[config.mk]
export PLATFORM = sky130hd
export DESIGN_NAME = mc_sequencer
export DESIGN_NICKNAME = d
export VERILOG_FILES = /design/src/rtl/mc_ctrl_pkg.sv /design/src/rtl/mc_wait_timer.sv /design/src/rtl/mc_sequencer.sv
export SDC_FILE = /design/constraint.sdc
export NUM_CORES = 1
export LEC_CHECK = 0
export ABC_AREA = 1
export BUFFER_PORTS_ARGS = -buffer_cell sky130_fd_sc_hd__buf_2
export CORE_ASPECT_RATIO = 0.7
export CORE_MARGIN = 1
export CORE_UTILIZATION = 45
export CTS_CLUSTER_DIAMETER = 40
export CTS_CLUSTER_SIZE = 16
export DETAILED_ROUTE_END_ITERATION = 10
export PLACE_DENSITY = 0.79
export SLEW_MARGIN = 20
export SYNTH_ARGS = -nofsm -noshare
export SYNTH_HDL_FRONTEND = slang
export SYNTH_SLANG_ARGS = --single-unit
export TNS_END_PERCENT = 10
[constraint.sdc]
create_clock -name clock -period 1.8 [get_ports clock]
set_input_delay 0.27 -clock clock [delete_from_list [all_inputs] [get_ports clock]]
set_output_delay 0.27 -clock clock [all_outputs]
set_load 0.01 [all_outputs]
[src/rtl/mc_ctrl_pkg.sv]
// mc_ctrl_pkg: shared opcode constants, FSM/class types and decode helpers for mc_sequencer
//   OP_*      : IR[31:27] opcodes of the supported subset
//   ALU_*     : IR[6:2] R-type function codes that need the multi-cycle ALU
//   state_t   : FETCH, DECODE, EXEC, MEM, WB
//   class_t   : instruction class latched in DECODE
package mc_ctrl_pkg;

    localparam logic [4:0] OP_RTYPE = 5'b00000;
    localparam logic [4:0] OP_ADDI  = 5'b00101;
    localparam logic [4:0] OP_SW    = 5'b00111;
    localparam logic [4:0] OP_LW    = 5'b01000;

    localparam logic [4:0] ALU_MULT = 5'b00110;
    localparam logic [4:0] ALU_DIV  = 5'b00111;

    typedef enum logic [2:0] {FETCH, DECODE, EXEC, MEM, WB} state_t;
    typedef enum logic [2:0] {NOP, RTYPE, ADDI, SW, LW, ILLEGAL} class_t;

    function automatic class_t decode_class(input logic [4:0] op);
        return (op == OP_RTYPE) ? RTYPE :
               (op == OP_ADDI)  ? ADDI  :
               (op == OP_SW)    ? SW    :
               (op == OP_LW)    ? LW    : ILLEGAL;
    endfunction

    function automatic logic is_muldiv(input logic [4:0] op, input logic [4:0] aop);
        return (op == OP_RTYPE) && ((aop == ALU_MULT) || (aop == ALU_DIV));
    endfunction

endpackage

[src/rtl/mc_wait_timer.sv]
// mc_wait_timer: counts consecutive stalled cycles and flags when MAX_WAIT is reached
//   clock, resetn : clock and asynchronous active-low reset
//   clear         : zero the count (takes priority over enable)
//   enable        : count this cycle as a stall
//   expired       : count has reached MAX_WAIT
module mc_wait_timer #(
    parameter int MAX_WAIT = 16
) (
    input  logic clock,
    input  logic resetn,
    input  logic clear,
    input  logic enable,
    output logic expired
);
    localparam int W = $clog2(MAX_WAIT + 1);

    logic [W-1:0] cnt;

    assign expired = (cnt == W'(MAX_WAIT));

    // Saturates at MAX_WAIT so a missing clear can never wrap it back to zero
    always_ff @(posedge clock or negedge resetn) begin
        if (!resetn)
            cnt <= '0;
        else if (clear)
            cnt <= '0;
        else if (enable && !expired)
            cnt <= cnt + W'(1);
    end

endmodule

[src/rtl/mc_sequencer.sv]
// mc_sequencer: multi-cycle FETCH/DECODE/EXEC/MEM/WB control sequencer
//   clock, resetn           : clock and asynchronous active-low reset
//   opcode, aluop           : instruction fields (IR[31:27], IR[6:2])
//   imem/dmem/alu_ready     : handshake inputs from memories and mult/div ALU
//   imem_req, ir_we, pc_we  : fetch-side strobes
//   alu_start               : one-cycle mult/div start in DECODE
//   dmem_re, dmem_we        : data memory strobes held through MEM
//   rf_we                   : register write in WB
//   ALUinB, Rdst, Rwd       : datapath mux selects from the latched class
//   illegal, timeout        : one-cycle event pulses
//   retired                 : completed-instruction count
module mc_sequencer
    import mc_ctrl_pkg::*;
#(
    parameter int MAX_WAIT = 16,
    parameter int CNT_W    = 32
) (
    input  logic             clock,
    input  logic             resetn,
    input  logic [4:0]       opcode,
    input  logic [4:0]       aluop,
    input  logic             imem_ready,
    input  logic             dmem_ready,
    input  logic             alu_ready,
    output logic             imem_req,
    output logic             ir_we,
    output logic             pc_we,
    output logic             alu_start,
    output logic             dmem_re,
    output logic             dmem_we,
    output logic             rf_we,
    output logic             ALUinB,
    output logic             Rdst,
    output logic             Rwd,
    output logic             illegal,
    output logic             timeout,
    output logic [CNT_W-1:0] retired
);
    state_t state, next_state;
    class_t cls;
    logic   muldiv;
    logic   waiting, expired, tmo, retire, sel_on;

    // Stall = sitting in a wait state with its ready low
    assign waiting = (state == FETCH && !imem_ready) ||
                     (state == EXEC && muldiv && !alu_ready) ||
                     (state == MEM && !dmem_ready);
    assign tmo     = waiting && expired;
    assign retire  = (state == WB) || (state == MEM && cls == SW && dmem_ready);
    assign sel_on  = (state == EXEC) || (state == MEM) || (state == WB);

    // Any non-stall cycle either leaves the state or is a single-cycle state,
    // so clearing on !waiting covers every state change; a timeout also clears
    // because FETCH can time out into itself.
    mc_wait_timer #(.MAX_WAIT(MAX_WAIT)) u_timer (
        .clock   (clock),
        .resetn  (resetn),
        .clear   (!waiting || expired),
        .enable  (waiting),
        .expired (expired)
    );

    always_comb begin
        next_state = state;
        unique case (state)
            FETCH:   next_state = imem_ready ? DECODE : (tmo ? FETCH : FETCH);
            DECODE:  next_state = EXEC;
            EXEC:    next_state = waiting ? (tmo ? FETCH : EXEC) :
                                  (cls == ILLEGAL)           ? FETCH :
                                  (cls == LW || cls == SW)   ? MEM   : WB;
            MEM:     next_state = dmem_ready ? ((cls == LW) ? WB : FETCH) :
                                  (tmo ? FETCH : MEM);
            WB:      next_state = FETCH;
            default: next_state = FETCH;
        endcase
    end

    always_ff @(posedge clock or negedge resetn) begin
        if (!resetn) begin
            state   <= FETCH;
            cls     <= NOP;
            muldiv  <= 1'b0;
            retired <= '0;
        end else begin
            state <= next_state;
            if (state == DECODE) begin
                cls    <= decode_class(opcode);
                muldiv <= is_muldiv(opcode, aluop);
            end
            if (retire)
                retired <= retired + CNT_W'(1);
        end
    end

    // Outputs are forced low while resetn is held so the reset cycle is quiet
    assign imem_req  = resetn && state == FETCH;
    assign ir_we     = resetn && state == FETCH && imem_ready;
    assign pc_we     = ir_we;
    assign alu_start = resetn && state == DECODE && is_muldiv(opcode, aluop);
    assign dmem_re   = resetn && state == MEM && cls == LW;
    assign dmem_we   = resetn && state == MEM && cls == SW && !tmo;
    assign rf_we     = resetn && state == WB;
    assign ALUinB    = resetn && sel_on && (cls == ADDI || cls == LW || cls == SW);
    assign Rdst      = resetn && sel_on && cls == RTYPE;
    assign Rwd       = resetn && sel_on && cls == LW;
    assign illegal   = resetn && state == EXEC && cls == ILLEGAL;
    assign timeout   = resetn && tmo;

endmodule

Word-level counts from Yosys, hierarchy flattened
Index checks and enable logic that the tools add are counted.
Storage, ports and cells
  flip-flop bits (word level): 44
  logic and storage cells: 81
  bits of input ports: 15
  output and inout port bits: 44
Cells by class
  reduce and logical (&&, ||, !) cells: 44
  multiplexer cells: 15
  add/subtract/negate cells: 2
  eq/ne operators: 15
Operators with widths (number)
  adder 32 x 1 -> 32 bit, second input constant: 1
  logical AND 1 bit: 25
  two-way mux 3 bit: 8
  equality test 5 x 3 -> 1 bit, second input constant: 4
  equality test 3 x 2 -> 1 bit, second input constant: 4
  one-hot mux 3 bit (4 select lines): 1
  logical OR 1 bit: 10
  two-way mux 5 bit: 2
  equality test 3 bit, second input constant: 3
  equality test 3 x 1 -> 1 bit, second input constant: 2
  logical NOT 1 bit: 6
  adder 5 x 1 -> 5 bit, second input constant: 1
  equality test 5 x 4 -> 1 bit, second input constant: 1
  equality test 5 bit, second input constant: 1
  logical NOT 5 bit: 1
  two-way mux 2 bit: 2
  logical NOT 3 bit: 1
  two-way mux 1 bit: 2
  nonzero test 2 bit: 1

Longest topological paths before layout
  word-level depth: 9
  depth in mapped cells: 10
  depth with buffers taken out: 10

Hierarchy
Synthesis repeated with hierarchy kept, for this count alone.
Unflattened totals
  cells, all modules: 433
  area, all modules: 2874.0 µm²
Modules (own cells, without submodules)
  mc_sequencer: instances 1, area an instance 2532.4 µm², cells each 392, sequential area each 975.9 µm²
  mc_wait_timer: instances 1, area an instance 341.6 µm², cells each 41, sequential area each 125.1 µm²

Worst setup path before layout
OpenSTA, ideal clock, no wires.
  path type: register to output
  from: reg state[0]
  to: out pc_we
  buffers on the path: 1
  path slack: 0.265 ns
  stages on the path, launching flop included: 5
  data arrival time: 1.265 ns
  data required time: 1.530 ns
  cells stage by stage: dfrtp_1 -> nor3_1 -> inv_1 -> nor3_1 -> buf_4
On the way
  word-level cells in the longest chain between the ends: 3
RTL lines
  start, declared: line mc_sequencer.sv:39  | state_t state, next_state;
  start signal, assigned: line mc_sequencer.sv:85  | state <= next_state;
  logical NOT 3 bit: line mc_sequencer.sv:97  | assign ir_we = resetn && state == FETCH && imem_ready;
  logical AND 1 bit (2 in series): line mc_sequencer.sv:97
  end, declared: line mc_sequencer.sv:27  | output logic pc_we,
No other way between the ends.

Worst setup path in the final report
  from: reg state[2]
  to: out dmem_we
On the way
  word-level cells in the longest chain between the ends: 8
  elaborated cells on any way between the ends: 14
  classes of those cells: eq/ne (2); reduce/logical (12)
RTL lines
  equality test 3 x 2 -> 1 bit: line mc_sequencer.sv:46  | (state == EXEC && muldiv && !alu_ready) ||
  logical AND 1 bit (2 in series): line mc_sequencer.sv:46
  logical OR 1 bit: line mc_sequencer.sv:45  | assign waiting = (state == FETCH && !imem_ready) ||
  logical OR 1 bit: line mc_sequencer.sv:46
  logical AND 1 bit: line mc_sequencer.sv:48  | assign tmo = waiting && expired;
  logical NOT 1 bit: line mc_sequencer.sv:101  | assign dmem_we = resetn && state == MEM && cls == SW && !tmo;
  logical AND 1 bit *: line mc_sequencer.sv:101
  end, declared: line mc_sequencer.sv:30  | output logic dmem_we,
Every way passes the cells marked *; elsewhere a longest branch is shown, timed or not.

==> reports/metrics.yaml <==
status:
  status: "finished, violations left"
  violations: "setup timing"
power:
  p_int_uw: 1969
  power.switching_uw: 1158
  p_comb_share_pct: 35.0
  pwr-share-seq_pct: 41.2
  irDropWorstVdd_mv: 0.4687
  swShare_pct: 37.03
  p_leak_uw: 0.001740
  clkPwrFrac_pct: 23.7
  power_density_mw_per_mm2: 903.0
global_route:
  grt_pass1_wl_um: 12130
  grt_pass1_vias: 2640
  grt_usage_pct: 24.17
  grt-ovfl-total: 0
  grt_max_degree: 38
  antenna_found_initial: 0
place:
  place_congestion: 0.8892
  dp_hpwl_um: 5418
  port_buffers: 57
  postPlaceCellArea_mm2: 0.003194
synth:
  synthesis.area_mm2: 0.002810
  synth-async-reset-ratio_pct: 100.0
  synth_top_flop_cell: "dfrtp_1"
  synth_seq_cells: 44
  ys_warn_count: 0
  synth_fp_nets: 444
  seq_area_frac_synth_pct: 39.18
  synth_edf_count: 0
  syn_area_per_cell_um2: 6.597
  synth_cell_types: 26
  synthCells: 426
timing:
  fin_crit_sh_pct: 106.7
  min_period_ns: 1.921
  relSlewSlack_pct: 68.42
  whs_ns: 0.09115
  finalHoldViolCount: 0
  slew_viol_final: 0
  grt_setup_unrepaired: "yes"
  fmax_mhz: 520.6
  setup-tns-final_ns: -0.4265
  setup_viol: 6
  post-route-worst-setup-slack_ns: -0.1210
  fin_skew_ns: 0.006621
  worst_slew_pin_slew_ns: 0.4737
critical_path:
  endpoint_kind: "primary output"
  r2r_setup_slack_ns: 0.02
  cp.required_ns: 1.53
  max_stage_delay_ns: 0.43
  cp_num_buf_inv: 2
  cpLargestDelayFamily: "simple AND/OR/NAND/NOR gates"
  r2r-end: "retired[15]$_DFFE_PN0P_"
  startpoint: "state[2]$_DFF_PN0_"
  cp.depth: 8
  start_kind: "flip-flop"
  crit_path_end: "dmem_we"
  path_cells: "inv_1 -> nand2_4 -> nor2_4 -> nand2_1 -> nand3_2 -> nand2_2 -> and3_4 -> buf_6"
  cp.arrival_ns: 1.65
  crit_slowest_cell: "dfrtp_1"
  reg2reg_from: "state[2]$_DFF_PN0_"
  path_class: "flip-flop to primary output"
  rr_worst_depth: 10
  critPathMaxFanout: 3
die:
  die_y_um: 68.12
  core-area_mm2: 0.005871
  num_io_pins: 59
  row_count: 23
  dieArea_mm2: 0.006570
  die_w_um: 96.45
  initial_core_util_pct: 47.87
clocking:
  cts-root-buf: "clkbuf_8"
  clock_sinks: 44
  insertion_delay_ns: 0.30
  clkTransAtPathRegs_ns: 0.08
  cts_max_level: 2
  cts_tree: "yes"
  cts_inserted_buffers: 5
  ctsLongestPathBuffers: 2
run:
  maxCapViolations: 0
final_layout:
  nets: 518
  drive_gt1_share_pct: 20.16
  antenna_cells: 0
  final_cell_mix: "nand2_1 (165), nor2_1 (62), buf_2 (56)"
  area_delta_synth_final_pct: 23.20
  stdcell_area_mm2: 0.003462
  nFillCells: 552
  layout_commonest_cell: "nand2_1"
route:
  wl_per_cell_um: 13.19
  routed_via_density: 5.186
  ant_nets: 0
  vias: 2987
  drt_iter0_drc: 222
  routed_wl_um: 7599
  remaining_drc_errors: 0
  dr.pass1.iters: 4
hold_path:
  min_path_type: "input pin to asynchronous set/reset pin"
-- per-layer routing --
layer	up-vias	GRT usage, %	part of all wire [%]	routed length (µm)
li1	1459	-	-	-
met1	1396	33.13	44	3347
met2	123	40.67	46	3529
met3	9	4.222	8.4	637
met4	0	4.228	1.1	85
met5	-	0	0	0
-- stage by stage --
stage          power, µW  instances  util [%]  setup slack [ns]
6_report            3126        576     58.97           -0.1210
2_1_floorplan       1825        426         -            0.2650
3_3_place_gp        2075        559     54.41            0.1898
5_1_grt             3350        576     58.97           -0.1965
4_1_cts             2940        570     57.27          -0.03410
3_5_place_dp        2111        559     54.41            0.1658
-- cells in the mapped netlist, types with 2 or more instances --
cell type  number  area, µm²
nor2_4          2      22.52
xor2_1         11      96.34
inv_2           2      7.510
buf_2           2      10.01
dfrtp_1        44       1101
nand4_1        10      62.56
inv_1          51      191.4
nor2_1         65      244.0
a21oi_1         2      10.01
ha_1            3      37.54
xnor2_1         7      61.31
buf_4           2      15.01
nand3_1        30      150.1
buf_6           2      22.52
nor3_1          8      40.04
nor4_1          2      12.51
o21ai_0         8      40.04
nand2_1       167      626.9
-- worst min path at each step --
stage / startpoint / endpoint / cells after the start
after floorplan: resetn / cls[0]$_DFFE_PN0N_ / 0
after global placement: resetn / cls[0]$_DFFE_PN0N_ / 1
after detailed placement: resetn / cls[0]$_DFFE_PN0N_ / 1
after CTS: resetn / retired[31]$_DFFE_PN0P_ / 2
after global routing: resetn / retired[31]$_DFFE_PN0P_ / 2
final: resetn / retired[31]$_DFFE_PN0P_ / 2
-- area by class of cell --
cell class                 count  area, µm²  area share (%)
tap                           75      93.84           2.711
timing repair buffer          73      421.7           12.18
inverter                      53      198.9           5.746
clock inverter                 2      35.03           1.012
sequential                    44       1104           31.88
multi-input combinational    323       1536           44.38
clock buffer                   6      72.57           2.096
-- power groups by stage --
stage	Clock, µW	Sequential, µW	Combinational (µW)
final	742	1290	1100
after global routing	809	1310	1230
after CTS	762	1260	917
after detailed placement	0	1270	844
after global placement	0	1260	815
after floorplan	0	1260	567
-- sequential cells by signal, summed over array words and instances, names as in the netlist --
| register | flops |
|---|---|
| cls | 3 |
| muldiv | 1 |
| retired | 32 |
| state | 3 |
| u_timer.cnt | 5 |
-- worst register-to-register path, delay by kind of cell (launching register included) --
family                 cells  cell delay, ns
and+or+nand+nor            6            0.74
buffers and inverters      4            0.50
DFF                        1            0.43
-- cell families after synthesis --
kind of cell    Yosys count  synth area share [%]
compound gates           11                 1.959
xor+xnor                 18                 5.610
fa+ha+maj                 3                 1.336
buf+inv                  59                 8.771
flops                    44                 39.18
simple gates            291                 43.14
-- timing repair --
action | 4_1_cts | 5_1_grt
hold buffers | 1 | 0
buffers inserted | 2 | 6
gates resized for setup | 8 | 14
endpoints found under the hold margin | 6 | 0
endpoints found under the setup margin | 6 | 10
pin swaps | 1 | 7
No activity file was read; power rests on OpenSTA's default activity.
